[config.mk]
export PLATFORM = sky130hd
export DESIGN_NAME = wb_read_master
export DESIGN_NICKNAME = d
export VERILOG_FILES = /design/src/rtl/wb_read_master_pkg.sv /design/src/rtl/wb_read_fifo.sv /design/src/rtl/wb_read_master.sv
export SDC_FILE = /design/constraint.sdc
export NUM_CORES = 1
export LEC_CHECK = 0
export BUFFER_PORTS_ARGS = -buffer_cell sky130_fd_sc_hd__buf_2
export CORE_AREA = 3 3 82 84
export CTS_CLUSTER_DIAMETER = 30
export DETAILED_ROUTE_END_ITERATION = 12
export DIE_AREA = 0 0 85 87
export PLACE_DENSITY = 0.75
export SLEW_MARGIN = 20
export SYNTH_ARGS = -nofsm -noshare
export SYNTH_HDL_FRONTEND = slang
export SYNTH_SLANG_ARGS = --single-unit
[constraint.sdc]
create_clock -name clk_i -period 1.9 [get_ports clk_i]
set_input_delay 0.57 -clock clk_i [delete_from_list [all_inputs] [get_ports clk_i]]
set_output_delay 0.57 -clock clk_i [all_outputs]
set_load 0.01 [all_outputs]
[src/rtl/wb_read_master_pkg.sv]
// Shared types and constants for the Wishbone block-read master and its output buffer.
package wb_read_master_pkg;

   localparam int unsigned FIFO_DEPTH = 2;
   localparam int unsigned FIFO_PTR_W = 1;
   localparam int unsigned FIFO_CNT_W = 2;

   typedef enum logic [1:0] {
      ST_IDLE  = 2'd0,
      ST_REQ   = 2'd1,
      ST_GAP   = 2'd2,
      ST_DRAIN = 2'd3
   } state_e;

endpackage

[src/rtl/wb_read_fifo.sv]
// Two-entry first-word-fall-through buffer between the bus side and the stream side.
module wb_read_fifo
   import wb_read_master_pkg::*;
#(
   parameter int unsigned WIDTH = 8
) (
   input  logic                  clk,
   input  logic                  rst,
   input  logic                  push,
   input  logic [WIDTH-1:0]      din,
   input  logic                  pop,
   output logic [WIDTH-1:0]      dout,
   output logic                  full,
   output logic                  empty,
   output logic [FIFO_CNT_W-1:0] count
);

   logic [WIDTH-1:0]      mem [FIFO_DEPTH];
   logic [FIFO_PTR_W-1:0] wr_ptr;
   logic [FIFO_PTR_W-1:0] rd_ptr;
   logic                  do_push;
   logic                  do_pop;

   assign full    = (count == FIFO_CNT_W'(FIFO_DEPTH));
   assign empty   = (count == '0);
   assign dout    = mem[rd_ptr];
   assign do_pop  = pop && !empty;
   // A push into a full buffer is accepted only when the head leaves in the same cycle.
   assign do_push = push && (!full || do_pop);

   // Pointers wrap naturally because the depth is a power of two.
   always_ff @(posedge clk or posedge rst) begin
      if (rst) begin
         for (int i = 0; i < int'(FIFO_DEPTH); i++) begin
            mem[i] <= '0;
         end
         wr_ptr <= '0;
         rd_ptr <= '0;
         count  <= '0;
      end else begin
         if (do_push) begin
            mem[wr_ptr] <= din;
            wr_ptr      <= wr_ptr + FIFO_PTR_W'(1);
         end
         if (do_pop) begin
            rd_ptr <= rd_ptr + FIFO_PTR_W'(1);
         end
         case ({do_push, do_pop})
            2'b10:   count <= count + FIFO_CNT_W'(1);
            2'b01:   count <= count - FIFO_CNT_W'(1);
            default: count <= count;
         endcase
      end
   end

endmodule

[src/rtl/wb_read_master.sv]
// Wishbone block-read initiator streaming words out over valid/ready.
// Optional bus timeout abort is enabled by defining WB_READ_MASTER_TIMEOUT_EN.
module wb_read_master
   import wb_read_master_pkg::*;
#(
   parameter int unsigned WB_DATA_WIDTH  = 8,
   parameter int unsigned WB_ADDR_WIDTH  = 12,
   parameter int unsigned LEN_WIDTH      = 12,
   parameter int unsigned TIMEOUT_CYCLES = 15
) (
   input  logic                     clk_i,
   input  logic                     rst_i,
   input  logic                     start_i,
   input  logic [WB_ADDR_WIDTH-1:0] base_adr_i,
   input  logic [LEN_WIDTH-1:0]     len_i,
   output logic                     busy_o,
   output logic                     done_o,
   output logic                     err_o,
   output logic                     stb_o,
   output logic                     we_o,
   output logic [WB_ADDR_WIDTH-1:0] adr_o,
   input  logic [WB_DATA_WIDTH-1:0] dat_i,
   input  logic                     ack_i,
   output logic                     m_valid_o,
   output logic [WB_DATA_WIDTH-1:0] m_data_o,
   input  logic                     m_ready_i
);

   if (TIMEOUT_CYCLES == 0) begin : g_bad_timeout
      $error("TIMEOUT_CYCLES must be at least 1");
   end

   state_e                  state;
   logic [LEN_WIDTH-1:0]    remaining;
   logic                    fifo_push;
   logic                    fifo_pop;
   logic                    fifo_full;
   logic                    fifo_empty;
   logic [FIFO_CNT_W-1:0]   fifo_count;

`ifdef WB_READ_MASTER_TIMEOUT_EN
   localparam int unsigned TMO_W = $clog2(TIMEOUT_CYCLES + 1);
   logic [TMO_W-1:0] tmo_cnt;
   logic             err_r;
   assign err_o = err_r;
`else
   assign err_o = 1'b0;
`endif

   assign we_o      = 1'b0;
   assign fifo_push = (state == ST_REQ) && ack_i;
   assign m_valid_o = !fifo_empty;
   assign fifo_pop  = m_valid_o && m_ready_i;

   wb_read_fifo #(
      .WIDTH (WB_DATA_WIDTH)
   ) u_fifo (
      .clk   (clk_i),
      .rst   (rst_i),
      .push  (fifo_push),
      .din   (dat_i),
      .pop   (fifo_pop),
      .dout  (m_data_o),
      .full  (fifo_full),
      .empty (fifo_empty),
      .count (fifo_count)
   );

   // Sequencer: one strobe at a time, a mandatory idle gap after each ack.
   always_ff @(posedge clk_i or posedge rst_i) begin
      if (rst_i) begin
         state     <= ST_IDLE;
         busy_o    <= 1'b0;
         done_o    <= 1'b0;
         stb_o     <= 1'b0;
         adr_o     <= '0;
         remaining <= '0;
`ifdef WB_READ_MASTER_TIMEOUT_EN
         tmo_cnt   <= '0;
         err_r     <= 1'b0;
`endif
      end else begin
         done_o <= 1'b0;
         case (state)
            ST_IDLE: begin
               if (start_i) begin
`ifdef WB_READ_MASTER_TIMEOUT_EN
                  err_r <= 1'b0;
`endif
                  if (len_i == '0) begin
                     done_o <= 1'b1;
                  end else begin
                     adr_o     <= base_adr_i;
                     remaining <= len_i;
                     busy_o    <= 1'b1;
                     stb_o     <= 1'b1;
                     state     <= ST_REQ;
`ifdef WB_READ_MASTER_TIMEOUT_EN
                     tmo_cnt   <= '0;
`endif
                  end
               end
            end
            ST_REQ: begin
               if (ack_i) begin
                  adr_o     <= adr_o + WB_ADDR_WIDTH'(1);
                  remaining <= remaining - LEN_WIDTH'(1);
                  stb_o     <= 1'b0;
                  state     <= ST_GAP;
               end
`ifdef WB_READ_MASTER_TIMEOUT_EN
               // Abandon the rest of the block; buffered words still drain.
               else if (tmo_cnt == TMO_W'(TIMEOUT_CYCLES - 1)) begin
                  stb_o <= 1'b0;
                  err_r <= 1'b1;
                  state <= ST_DRAIN;
               end else begin
                  tmo_cnt <= tmo_cnt + TMO_W'(1);
               end
`endif
            end
            ST_GAP: begin
               if (remaining == '0) begin
                  state <= ST_DRAIN;
               end else if (!fifo_full) begin
                  stb_o <= 1'b1;
                  state <= ST_REQ;
`ifdef WB_READ_MASTER_TIMEOUT_EN
                  tmo_cnt <= '0;
`endif
               end
            end
            ST_DRAIN: begin
               if (fifo_count == '0) begin
                  done_o <= 1'b1;
                  busy_o <= 1'b0;
                  state  <= ST_IDLE;
               end
            end
            default: begin
               stb_o <= 1'b0;
               state <= ST_IDLE;
            end
         endcase
      end
   end

endmodule

==> results.txt <==
- Run status: complete, but fails checks
* Failing checks: setup timing
- Synthesis inferred 49 register bits.
* Global-route wire length before repair: 12.9 mm
- The final-report max-slew violation count is 0.
- Once detailed placement completed, the half-perimeter wirelength came to 5.65 mm.
- Maximum achievable frequency: 523 MHz
* Final cell count without fillers: 472
* Maximum capacitance violations: 0
- TritonCTS built the clock tree.
* Routability congestion estimate: 0.825
* Pre-CTS setup slack: -147 ps
- Global router's overall resource usage: 21.5%
- DRC violations left: 0
- Count of distinct cell types in the synthesized netlist: 58
- Standard-cell row count: 28
- Number of antenna violations at the first check in global routing: 0
- Leakage component of the power: 1.63 nW
* Type of origin of the critical path: flop
- The routed layout has 2816 vias.
- The worst register-to-register path has a depth of 6.
- The cell sitting at the root of the clock tree is a sky130_fd_sc_hd__clkbuf_8.
- Total setup violations reported at the end of the flow: 1
- Number of placed instances with taps included: 459
* Share of the core filled with cells in the final layout: 63.3%
- Clock sink total: 49
* Placed Area: 3570 µm²
* Input/output buffers: 60
* Drt first-iter violations: 180
- Die span in x: 85 µm
- The critical path is of the flop to flop type.
- Count of antenna-violating nets left after detailed routing: 0
- Area added between synthesis and finish: 27.6%
* First-pass detailed-route iteration total: 5
- Synth Area per Inst: 9.74 µm²
* Vias in the first global route: 2752
* Clock-pin slew reported for the worst setup and hold paths after clock tree synthesis: 100 ps
* H-tree levels: 2
- Dominant synthesized flop cell: sky130_fd_sc_hd__dfrtp_1
- EDFF count, synth: 0
- # fillers: 492
* Data arrival, critical path: 2160 ps
* Final Hold Viols: 0
* Minimum setup slack in the final design: -10.3 ps
- Skew-Pair Late Insertion Delay: 310 ps
- The worst path uses 101% of the clock period.
* Post-layout min period: 1910 ps
* Hold Buf Count CTS: 0
* Maximum net fanout on the critical path: 5
- Num ports: 63
- Post-Syn Instances: 305
* Ratio of total power to cell area: 1790 nW/µm²
- Worst R2R End: adr_o[7]
* DIE HEIGHT: 87 µm
* Count of synthesis-stage warnings from yosys: 0
- Mean routed wirelength per cell: 17.0 µm
* Worst flop-to-flop path startpoint: state[0]
- After detailed routing, the number of vias per cell comes to 5.97.
- The worst hold path belongs to the class primary input to asynchronous set/reset pin.
- Post-Layout Inst Area: 3790 µm²
- Std-Cell Core Area: 5990 µm²
* Maximum clock skew at final layout: 8.99 ps
* Pin count of the biggest net entering global routing: 37
* Clock Path Buffers: 2
* Cell area after synthesis: 2970 µm²
* Overall power after layout: 6.77 mW
- Sum of overflow across all layers after global routing: 0
- Effective utilization at floorplan: 49.6%
- Setup repair after global routing missed its margin: yes
- Final WL: 8.03 mm
* Inserted Clock Buffers: 5
* Fraction of layout instances using a drive strength above 1: 40.8%
- Area of the die: 7400 µm²
- The repair_antennas step left the layout with diodes totalling 0.
- Worst R2R Setup Slack: -10 ps
- Counting flops with an async set or reset pin after synthesis yields a share of 100%.
- The share of the Yosys chip area taken by registers is 41.3%.
- Count of nets after finishing: 442
- Kind of end point of the critical path: flop
- Required time of the critical path: 2150 ps
- Across the VDD grid, the largest voltage drop is 846 µV.
## kinds of logic after synthesis
kind of cell,count (synthesis),synth area share [%]
mux,25,9.43
fa+ha+maj,9,3.79
buf+inv,35,5.31
other cells,1,0.126
flops,49,41.3
compound gates,85,20.2
xor+xnor,5,1.47
simple gates,96,18.4
## worst max-delay path, stage by stage, from the launching register on
cell                      delay (ps)
sky130_fd_sc_hd__dfrtp_1         420
sky130_fd_sc_hd__buf_4           160
sky130_fd_sc_hd__ha_4            170
sky130_fd_sc_hd__nor2b_4         140
sky130_fd_sc_hd__or3_4           370
sky130_fd_sc_hd__or4_1           510
sky130_fd_sc_hd__nand3_1          90
## how the worst max path moves through the flow
stage               slack [ps]          start      endpoint  depth (start not counted)
CTS                          3  u_fifo.rd_ptr   m_data_o[7]                          2
floorplan                   20       state[1]  remaining[5]                          8
global placement          -130       len_i[5]  remaining[0]                          7
global route               -50       state[0]      adr_o[7]                          6
finish                     -10       state[0]      adr_o[7]                          6
detailed placement        -150       len_i[5]      adr_o[6]                          7
## where the power goes
part / leakage (nW) / switching [mW] / internal [mW]
sequential: 0.569 / 0.544 / 1.58
clock: 0.0452 / 0.392 / 0.269
combinational: 1.02 / 2.08 / 1.90
total: 1.63 / 3.02 / 3.75
## synthesized netlist by cell type, types with 5 or more instances
library cell	count	area, µm²
sky130_fd_sc_hd__dfrtp_1	49	1230
sky130_fd_sc_hd__mux2_2	24	270
sky130_fd_sc_hd__a21oi_1	16	80.1
sky130_fd_sc_hd__a31oi_1	16	100
sky130_fd_sc_hd__nand3_1	16	80.1
sky130_fd_sc_hd__inv_1	15	56.3
sky130_fd_sc_hd__o21ai_0	15	75.1
sky130_fd_sc_hd__nor2_1	14	52.6
sky130_fd_sc_hd__nand2_1	13	48.8
sky130_fd_sc_hd__nor3_1	10	50.1
sky130_fd_sc_hd__ha_1	9	113
sky130_fd_sc_hd__clkbuf_1	8	30.0
sky130_fd_sc_hd__a41oi_1	6	52.6
sky130_fd_sc_hd__buf_2	6	30.0
sky130_fd_sc_hd__nor4_1	6	37.5
sky130_fd_sc_hd__o31ai_1	6	45.0
sky130_fd_sc_hd__or4_1	6	45.0
sky130_fd_sc_hd__nand4_1	5	31.3
## through the flow
step / hold slack (ps) / TNS (ps)
5_1_grt: 263 / -214
4_1_cts: 255 / 0
6_report: 245 / -10.3
3_5_place_dp: 487 / -2100
3_3_place_gp: 479 / -1540
2_1_floorplan: 457 / 0
## placed cells by master (no fill, tap or decap), types with 3 or more instances in the layout
| cell type | instances |
|---|---|
| sky130_fd_sc_hd__a21oi_1 | 16 |
| sky130_fd_sc_hd__a31oi_1 | 16 |
| sky130_fd_sc_hd__a41oi_1 | 6 |
| sky130_fd_sc_hd__buf_2 | 60 |
| sky130_fd_sc_hd__buf_4 | 40 |
| sky130_fd_sc_hd__clkbuf_8 | 5 |
| sky130_fd_sc_hd__dfrtp_1 | 48 |
| sky130_fd_sc_hd__ha_1 | 6 |
| sky130_fd_sc_hd__inv_1 | 13 |
| sky130_fd_sc_hd__mux2_2 | 24 |
| sky130_fd_sc_hd__nand2_1 | 13 |
| sky130_fd_sc_hd__nand2b_1 | 4 |
| sky130_fd_sc_hd__nand3_1 | 16 |
| sky130_fd_sc_hd__nand4_1 | 5 |
| sky130_fd_sc_hd__nor2_1 | 12 |
| sky130_fd_sc_hd__nor2_2 | 4 |
| sky130_fd_sc_hd__nor2b_1 | 3 |
| sky130_fd_sc_hd__nor3_1 | 6 |
| sky130_fd_sc_hd__nor3_2 | 4 |
| sky130_fd_sc_hd__nor4_1 | 6 |
| sky130_fd_sc_hd__o211ai_1 | 3 |
| sky130_fd_sc_hd__o21ai_0 | 15 |
| sky130_fd_sc_hd__o2bb2ai_1 | 3 |
| sky130_fd_sc_hd__o31ai_1 | 5 |
| sky130_fd_sc_hd__o32ai_1 | 3 |
| sky130_fd_sc_hd__or4_1 | 6 |
| sky130_fd_sc_hd__xnor2_1 | 4 |
## area by class of cell
class | instances | area (µm²) | share of cell area [%]
clock buffers | 5 | 68.8 | 1.82
clock inverters | 3 | 25.0 | 0.660
inverters | 15 | 56.3 | 1.49
multi-input cells | 222 | 1680 | 44.2
flip-flops and latches | 49 | 1230 | 32.4
well taps | 75 | 93.8 | 2.48
repair buffers | 103 | 643 | 17.0
## registers in the layout, indices dropped and copies added, names as in the netlist, 2 cells and up
signal	count
adr_o	12
state	2
u_fifo.count	2
u_fifo.mem	16
remaining	12
## per-layer routing
layer,up-vias,global-route usage [%],routed length (µm)
met2,90,37.3,4090
met4,0,5.47,104
met5,-,0,0
met3,12,3.41,369
li1,1333,-,-
met1,1381,28.1,3460
## timing repair
item | CTS | global route
gates resized for setup | 8 | 17
setup endpoints to repair | 28 | 30
pin swaps | 1 | 1
setup buffers | 1 | 3
gates cloned | 0 | 1
No activity file was read; power rests on OpenSTA's default activity.
